`src/rtl/div_ctrl_pkg.sv`:
```
// Shared constants for the HI/LO division sequencer: FSM encodings,
// handshake levels and the ALU op codes that route DIV/DIVU here.
package div_ctrl_pkg;

  typedef enum logic [1:0] {
    DivFree   = 2'b00,
    DivByZero = 2'b01,
    DivOn     = 2'b10,
    DivEnd    = 2'b11
  } div_state_e;

  localparam logic DivResultReady    = 1'b1;
  localparam logic DivResultNotReady = 1'b0;
  localparam logic DivStart          = 1'b1;
  localparam logic DivStop           = 1'b0;

  localparam int unsigned AluOpBusW = 8;
  localparam logic [AluOpBusW-1:0] EXE_DIV_OP  = 8'b0001_1010;
  localparam logic [AluOpBusW-1:0] EXE_DIVU_OP = 8'b0001_1011;

endpackage

```
`src/rtl/div_step.sv`:
```
// One shift-subtract iteration: produces one quotient bit per call.
// work holds {partial remainder, remaining dividend / quotient bits, spare}.
module div_step (
  input  logic [64:0] work_i,
  input  logic [31:0] divisor_i,
  output logic [64:0] work_o
);

  logic [32:0] diff;

  assign diff = work_i[64:32] - {1'b0, divisor_i};

  // diff[32] set means the partial remainder is still below the divisor.
  always_comb begin
    if (diff[32]) begin
      work_o = {work_i[63:0], 1'b0};
    end else begin
      work_o = {diff[31:0], work_i[31:0], 1'b1};
    end
  end

endmodule

```
`src/rtl/div_ctrl.sv`:
```
// Multi-cycle DIV/DIVU sequencer: latches magnitudes and signs, runs 32
// steps, then holds {remainder, quotient} until execute drops start_i.
module div_ctrl
  import div_ctrl_pkg::*;
(
  input  logic        clk,
  input  logic        rst,
  input  logic        signed_div_i,
  input  logic [31:0] opdata1_i,
  input  logic [31:0] opdata2_i,
  input  logic        start_i,
  input  logic        annul_i,
  output logic [63:0] result_o,
  output logic        ready_o
);

  div_state_e  state_q, state_d;
  logic [5:0]  cnt_q, cnt_d;
  logic [64:0] work_q, work_d, work_step;
  logic [31:0] divisor_q, divisor_d;
  logic        neg_quo_q, neg_quo_d;
  logic        neg_rem_q, neg_rem_d;
  logic [63:0] result_q, result_d;
  logic        ready_q, ready_d;

  logic [31:0] abs_op1, abs_op2, quo_fix, rem_fix;

  assign abs_op1 = (signed_div_i && opdata1_i[31]) ? (~opdata1_i + 32'd1) : opdata1_i;
  assign abs_op2 = (signed_div_i && opdata2_i[31]) ? (~opdata2_i + 32'd1) : opdata2_i;
  assign quo_fix = neg_quo_q ? (~work_q[31:0] + 32'd1) : work_q[31:0];
  assign rem_fix = neg_rem_q ? (~work_q[64:33] + 32'd1) : work_q[64:33];

  div_step u_step (
    .work_i    (work_q),
    .divisor_i (divisor_q),
    .work_o    (work_step)
  );

  always_comb begin
    state_d   = state_q;
    cnt_d     = cnt_q;
    work_d    = work_q;
    divisor_d = divisor_q;
    neg_quo_d = neg_quo_q;
    neg_rem_d = neg_rem_q;
    result_d  = result_q;
    ready_d   = ready_q;
    unique case (state_q)
      DivFree: begin
        ready_d  = DivResultNotReady;
        result_d = '0;
        if (start_i == DivStart && !annul_i) begin
          if (opdata2_i == 32'd0) begin
            state_d = DivByZero;
          end else begin
            state_d   = DivOn;
            cnt_d     = 6'd0;
            work_d    = {32'd0, abs_op1, 1'b0};
            divisor_d = abs_op2;
            neg_quo_d = signed_div_i & (opdata1_i[31] ^ opdata2_i[31]);
            neg_rem_d = signed_div_i & opdata1_i[31];
          end
        end
      end
      DivByZero: begin
        work_d   = '0;
        result_d = '0;
        ready_d  = DivResultReady;
        state_d  = DivEnd;
      end
      DivOn: begin
        // A flush wins over both stepping and completion.
        if (annul_i) begin
          state_d = DivFree;
        end else if (cnt_q < 6'd32) begin
          work_d = work_step;
          cnt_d  = cnt_q + 6'd1;
        end else begin
          state_d  = DivEnd;
          result_d = {rem_fix, quo_fix};
          ready_d  = DivResultReady;
        end
      end
      DivEnd: begin
        if (start_i == DivStop) begin
          state_d  = DivFree;
          ready_d  = DivResultNotReady;
          result_d = '0;
        end
      end
      default: state_d = DivFree;
    endcase
  end

  always_ff @(posedge clk or negedge rst) begin
    if (!rst) begin
      state_q   <= DivFree;
      cnt_q     <= '0;
      work_q    <= '0;
      divisor_q <= '0;
      neg_quo_q <= 1'b0;
      neg_rem_q <= 1'b0;
      result_q  <= '0;
      ready_q   <= DivResultNotReady;
    end else begin
      state_q   <= state_d;
      cnt_q     <= cnt_d;
      work_q    <= work_d;
      divisor_q <= divisor_d;
      neg_quo_q <= neg_quo_d;
      neg_rem_q <= neg_rem_d;
      result_q  <= result_d;
      ready_q   <= ready_d;
    end
  end

  assign result_o = result_q;
  assign ready_o  = ready_q;

endmodule

```
`config.mk`:
```
export PLATFORM = sky130hd
export DESIGN_NAME = div_ctrl
export DESIGN_NICKNAME = d
export VERILOG_FILES = /design/src/rtl/div_ctrl_pkg.sv /design/src/rtl/div_step.sv /design/src/rtl/div_ctrl.sv
export SDC_FILE = /design/constraint.sdc
export NUM_CORES = 1
export LEC_CHECK = 0
export CORE_MARGIN = 3
export CORE_UTILIZATION = 35
export DETAILED_ROUTE_END_ITERATION = 12
export DONT_BUFFER_PORTS = 1
export SLEW_MARGIN = 0
export SYNTH_ARGS = -nofsm -noshare
export SYNTH_HDL_FRONTEND = slang
export SYNTH_SLANG_ARGS = --single-unit
```
`constraint.sdc`:
```
create_clock -name clk -period 5.83 [get_ports clk]
set_clock_uncertainty 0.05 [all_clocks]
set_input_delay 0.2915 -clock clk [delete_from_list [all_inputs] [get_ports clk]]
set_output_delay 0.2915 -clock clk [all_outputs]
set_load 0.005 [all_outputs]
```
* Word-level counts from Yosys, hierarchy flattened *
Cells that the tools add are included.

storage, ports and cells
  bits in registers = 172
  input port bits = 69
  output and inout bits = 65
  word-level logic and storage cells = 76

cells by class
  add/sub/neg operators = 6
  $lt $le $gt $ge = 1
  equality and inequality tests = 10
  muxes and demuxes = 29
  bitwise logic cells = 8
  reductions and logical operators = 14

operators with widths
  kind                                               count
  two-way mux 65 bit                                 5
  one-hot mux 65 bit (3 select lines)                1
  two-way mux 64 bit                                 3
  one-hot mux 64 bit (3 select lines)                1
  adder 32 x 1 -> 32 bit, second input constant      4
  two-way mux 32 bit                                 4
  inverter 32 bit                                    4
  subtractor 33 x 32 -> 33 bit                       1
  logical NOT 32 bit                                 1
  two-way mux 6 bit                                  4
  inequality test 2 bit, second input constant       6
  one-hot mux 6 bit (2 select lines)                 1
  two-way mux 2 bit                                  5
  AND reduction 5 bit                                2
  AND reduction 3 bit                                3
  one-hot mux 2 bit (4 select lines)                 1
  adder 6 x 1 -> 6 bit, second input constant        1
  less-than comparator 6 bit, second input constant  1
  == test 2 bit, second input constant               2
  one-hot mux 1 bit (4 select lines)                 1
  logical AND 1 bit                                  3
  two-way mux 1 bit                                  3
  inequality test 3 bit, second input constant       1
  nonzero test 3 bit                                 1
  8 further kinds                                    9

* Longest topological paths before layout *
  depth after elaboration = 6
  gate-level depth with buffers = 13
  depth with buffers taken out = 12

* Cells and area by module *
A second synthesis with hierarchy kept.

unflattened totals
  cells, all modules = 1480
  area, all modules = 12441.9 um2

modules (own cells, without submodules)
  module    times used  cells an instance  area each (um2)  seq. area each (um2)
  div_ctrl  1           1143               9843.2           4304.1
  div_step  1           337                2598.7           0.0

* Least setup slack after synthesis *
No wires, ideal clock.

  kind = register to register
  start = register divisor_q[0]
  end = register work_q[54]
  library setup time = 133 ps
  data arrival time = 3016 ps
  slack = 2631 ps
  stages on the path, launching flop included = 13
  path buffers = 1
  clock period less this slack = 3199 ps
  cells stage by stage = dfrtp_1 > ha_1 > fa_1 > nand2b_1 > a21oi_1 > o2111ai_1 > o21ai_0 > a211o_1 > a21oi_1 > xnor2_1 > clkbuf_1 > mux2i_1 > o21ai_0

on the way
  longest elaborated chain between the ends = 5

ends and longest elaborated chain
  item                                 RTL line         RTL
  start, declared                      div_ctrl.sv:20   logic [31:0] divisor_q, divisor_d;
  start signal, assigned               div_ctrl.sv:109  divisor_q <= divisor_d;
  subtractor 33 x 32 -> 33 bit         div_step.sv:11   assign diff = work_i[64:32] - {1'b0, divisor_i};
  two-way mux 65 bit                   div_step.sv:15   if (diff[32]) begin
  two-way mux 65 bit                   div_ctrl.sv:75   end else if (cnt_q < 6'd32) begin
  two-way mux 65 bit                   div_ctrl.sv:73   if (annul_i) begin
  one-hot mux 65 bit (3 select lines)  div_ctrl.sv:48   unique case (state_q)
  end signal, assigned                 div_ctrl.sv:108  work_q <= work_d;
  end, declared                        div_ctrl.sv:19   logic [64:0] work_q, work_d, work_step;

No other way between the ends. The select of a mux whose other input is x is not followed.
A chain may end at the register's enable or synchronous reset.

* Worst setup path after layout *
  start = register divisor_q[0]
  end = register work_q[42]

The elaborated chain is that of the path after synthesis.

==> impl_metrics.py <==
metrics = {
    "power_and_ir_drop": {
        "combPwrFrac_pct": 42.0,
        "p_sw_share_pct": 44.2,
        "cellPowerDensity_nw_per_um2": 398,
        "seqPwrFrac_pct": 34.4,
        "p_leak_nw": 5.31,
        "p_switching_mw": 2.19,
        "internal-power_mw": 2.76,
        "clkPwrFrac_pct": 23.5,
        "vdd_drop_max_mv": 0.274,
    },
    "cells_and_area": {
        "regArea_um2": 4300,
        "num_antenna_cells": 0,
        "nets": 1428,
        "multi_input_area_um2": 6640,
        "final_common_cell": "nand2_1",
        "final_util_pct": 39.1,
        "fill_cells": 3267,
        "final_cell_mix": "186 x nand2_1, 172 x dfrtp_1, 163 x o21ai_0",
        "drive_above_1_share_pct": 5.34,
        "areaGrowthSynthToFinish_pct": 9.29,
    },
    "placed_design": {
        "dp_hpwl_mm": 22.4,
        "io_buffers": 0,
        "gp_routability_congestion": 0.877,
    },
    "timing": {
        "drv_slew": 0,
        "finalSetupViolCount": 0,
        "fin_tns_setup_ns": 0,
        "period_needed_ns": 4.12,
        "timing.slew.headroom_pct": 26.7,
        "hold_viol_final": 0,
        "grt_setup_unrepaired": "false",
        "tightest_slew_ns": 1.09,
        "finalCritPeriodShare_pct": 70.7,
        "max_freq_mhz": 243,
    },
    "logic_synthesis": {
        "syn_nets": 1464,
        "synth_edf_count": 0,
        "yosysWarnings": 0,
        "ys_seq_elements": 172,
        "yosysUniqueCellTypes": 63,
        "async_reset_ff_share_pct": 100,
        "synthCells": 1353,
        "avgSynthCellArea_um2": 8.42,
        "ys_seq_area_share_pct": 37.8,
        "syn_area_um2": 11400,
        "ys.flop_type": "dfrtp_1",
    },
    "worst_setup_path": {
        "slowest_delay_ns": 0.85,
        "critPathMaxFanout": 18,
        "critPathTopFamily": "compound AO/OA/AOI/OAI gates",
        "worstSetupEndpointType": "flop",
        "critPathBufInv": 1,
        "cp.required_ns": 6.09,
        "crit_chain": "ha_1 > fa_1 > nand2b_1 > a21oi_1 > o2111ai_1 > o21ai_0 > a211o_1 > a21oi_1 > xnor2_2 > buf_12 > mux2i_1 > o21ai_0",
        "r2r_slack_ns": 1.71,
        "critPathSlowestCell": "xnor2_2",
        "crit_start": "divisor_q[0]",
        "crit_type": "flop to flop",
        "crit_arrival_ns": 4.38,
        "critPathLaunchType": "flop",
        "r2r-start": "divisor_q[0]",
    },
    "die": {
        "coreArea_um2": 31800,
        "start_util_pct": 35.8,
        "io_pins": 134,
        "die_y_um": 186,
        "rows": 65,
        "die_w_um": 186,
        "die-area_um2": 34700,
    },
    "detailed_routing": {
        "avgViaCountPerCell": 5.35,
        "routed_wl_mm": 31.0,
        "drt_iter0_markers": 542,
        "drc": 0,
        "wl_per_cell_um": 17.5,
        "num_vias": 9439,
        "first_pass_iters": 6,
        "drtAntennaViolNets": 0,
    },
    "cts": {
        "htreeDepth": 4,
        "clkTransAtPathRegs_ns": 0.08,
        "root_buffer": "clkbuf_16",
        "cts_buffers": 17,
        "ctsResizeCount": 0,
        "cts_tree": "yes",
        "clkLatencyLatePin_ns": 0.44,
        "clock_sinks": 172,
        "clock_path_buffers": 2,
        "cts_setup_buffers": 0,
        "cts_hold_buffers": 6,
    },
    "global_routing": {
        "antenna_found_initial": 0,
        "overflow": 0,
        "grt_first_pass_wirelength_mm": 50.7,
        "grt_pass1_vias": 9181,
        "grtUsageTotal_pct": 17.7,
        "grt_start_max_net_pins": 173,
    },
    "min_path": {
        "hold_path.class": "input pin to flop",
        "hp-start": "opdata2_i[16]",
    },
    "status": {
        "status": "complete, no violations",
    },
    "flow_run": {
        "drv_cap": 0,
    },
}
synthesized netlist by cell type, types with 4 or more instances:
cell | count | share of area (%)
o21a_1 | 6 | 0.40
xor2_1 | 89 | 6.8
a21o_1 | 14 | 0.92
a31oi_1 | 6 | 0.33
inv_1 | 53 | 1.7
or2_2 | 6 | 0.33
or4_1 | 13 | 0.86
o21bai_1 | 6 | 0.40
and2_1 | 4 | 0.22
xnor2_1 | 61 | 4.7
nor3b_1 | 5 | 0.33
dfrtp_1 | 172 | 38
mux2i_1 | 26 | 2.3
nor2b_1 | 8 | 0.44
nor4_1 | 11 | 0.60
a22oi_1 | 29 | 1.9
nand3_1 | 23 | 1.0
o41ai_1 | 12 | 0.92
o21ai_1 | 4 | 0.18
nand2b_1 | 15 | 0.82
a211oi_1 | 4 | 0.26
or3_1 | 15 | 0.82
a22o_1 | 5 | 0.38
a21oi_1 | 106 | 4.7
o211ai_1 | 5 | 0.33
nand2_1 | 187 | 6.2
nand4_1 | 8 | 0.44
buf_2 | 9 | 0.40
o31ai_1 | 26 | 1.7
o21ai_0 | 163 | 7.2
nor3_1 | 17 | 0.75
nor2_1 | 94 | 3.1
ha_1 | 41 | 4.5
or4_4 | 4 | 0.40
clkbuf_1 | 59 | 1.9
registers in the layout, summed over array words and instances (netlist names):
register	flops
cnt_q	6
divisor_q	32
neg_quo_q	1
neg_rem_q	1
ready_o	1
result_o	64
state_q	2
work_q	65
layout make-up:
type | count | area share (%)
sequential | 172 | 34.6
tap | 435 | 4.37
inverter | 53 | 1.60
timing repair buffer | 16 | 1.33
clock inverter | 15 | 1.37
clock buffer | 17 | 3.42
multi-input combinational | 1057 | 53.3
cell families (layout without fill, tap and decap cells):
family	count (synthesis)	after routing	synth area share [%]
AOI/OAI and AO/OA	415	415	22.1
DFF	172	172	37.8
adders and majority gates	42	42	4.68
muxes	27	27	2.38
xor gates and xnor gates	150	150	11.5
and+or+nand+nor	423	423	17.3
buffers and inverters	124	101	4.19
per-layer routing:
| layer | share of wire (%) | GRT usage, % | vias to the layer above |
|---|---|---|---|
| li1 | - | - | 4692 |
| met1 | 46 | 23.9 | 4501 |
| met2 | 47 | 29.6 | 223 |
| met3 | 5.2 | 3.76 | 23 |
| met4 | 1.1 | 3.72 | 0 |
| met5 | 0 | 0 | - |
final timing paths:
| path | depth (start not counted) | to |
|---|---|---|
| min in group asynchronous | 2 | result_o[24] |
| min | 2 | divisor_q[16] |
| max | 12 | work_q[42] |
| max reg2reg | 12 | work_q[42] |
| min reg2reg | 2 | divisor_q[29] |
| max in group asynchronous | 2 | work_q[32] |
stage by stage:
| stage | std cells | setup WS (ns) | area (µm²) | power (mW) | hold slack, ns |
|---|---|---|---|---|---|
| 6_report | 1765 | 1.71 | 12400 | 4.95 | 0.0135 |
| 5_1_grt | 1765 | 1.54 | 12400 | 5.35 | 0.0142 |
| 4_1_cts | 1765 | 1.75 | 12400 | 4.99 | 0.00115 |
| 3_5_place_dp | 1727 | 1.76 | 11800 | 3.79 | -0.0490 |
| 3_3_place_gp | 1727 | 1.92 | 11800 | 3.75 | -0.0500 |
| 2_1_floorplan | 1353 | 2.63 | 11400 | 3.25 | -0.0541 |
worst register-to-register path: cells and delay by family, from the launching register on:
kind,cells,cell delay (ns)
mux,1,0.21
xor+xnor,1,0.85
simple gates,1,0.20
fa+ha+maj,2,0.61
buf+inv,1,0.27
flops,1,0.38
compound gates,6,1.43
power by group through the flow:
stage / clock [mW] / sequential [mW] / combinational, mW
floorplan: 0 / 1.65 / 1.60
global placement: 0 / 1.72 / 2.03
detailed placement: 0 / 1.73 / 2.06
finish: 1.16 / 1.71 / 2.08
CTS: 1.19 / 1.70 / 2.10
global route: 1.25 / 1.75 / 2.35
Power figures use the tool's default switching activity.
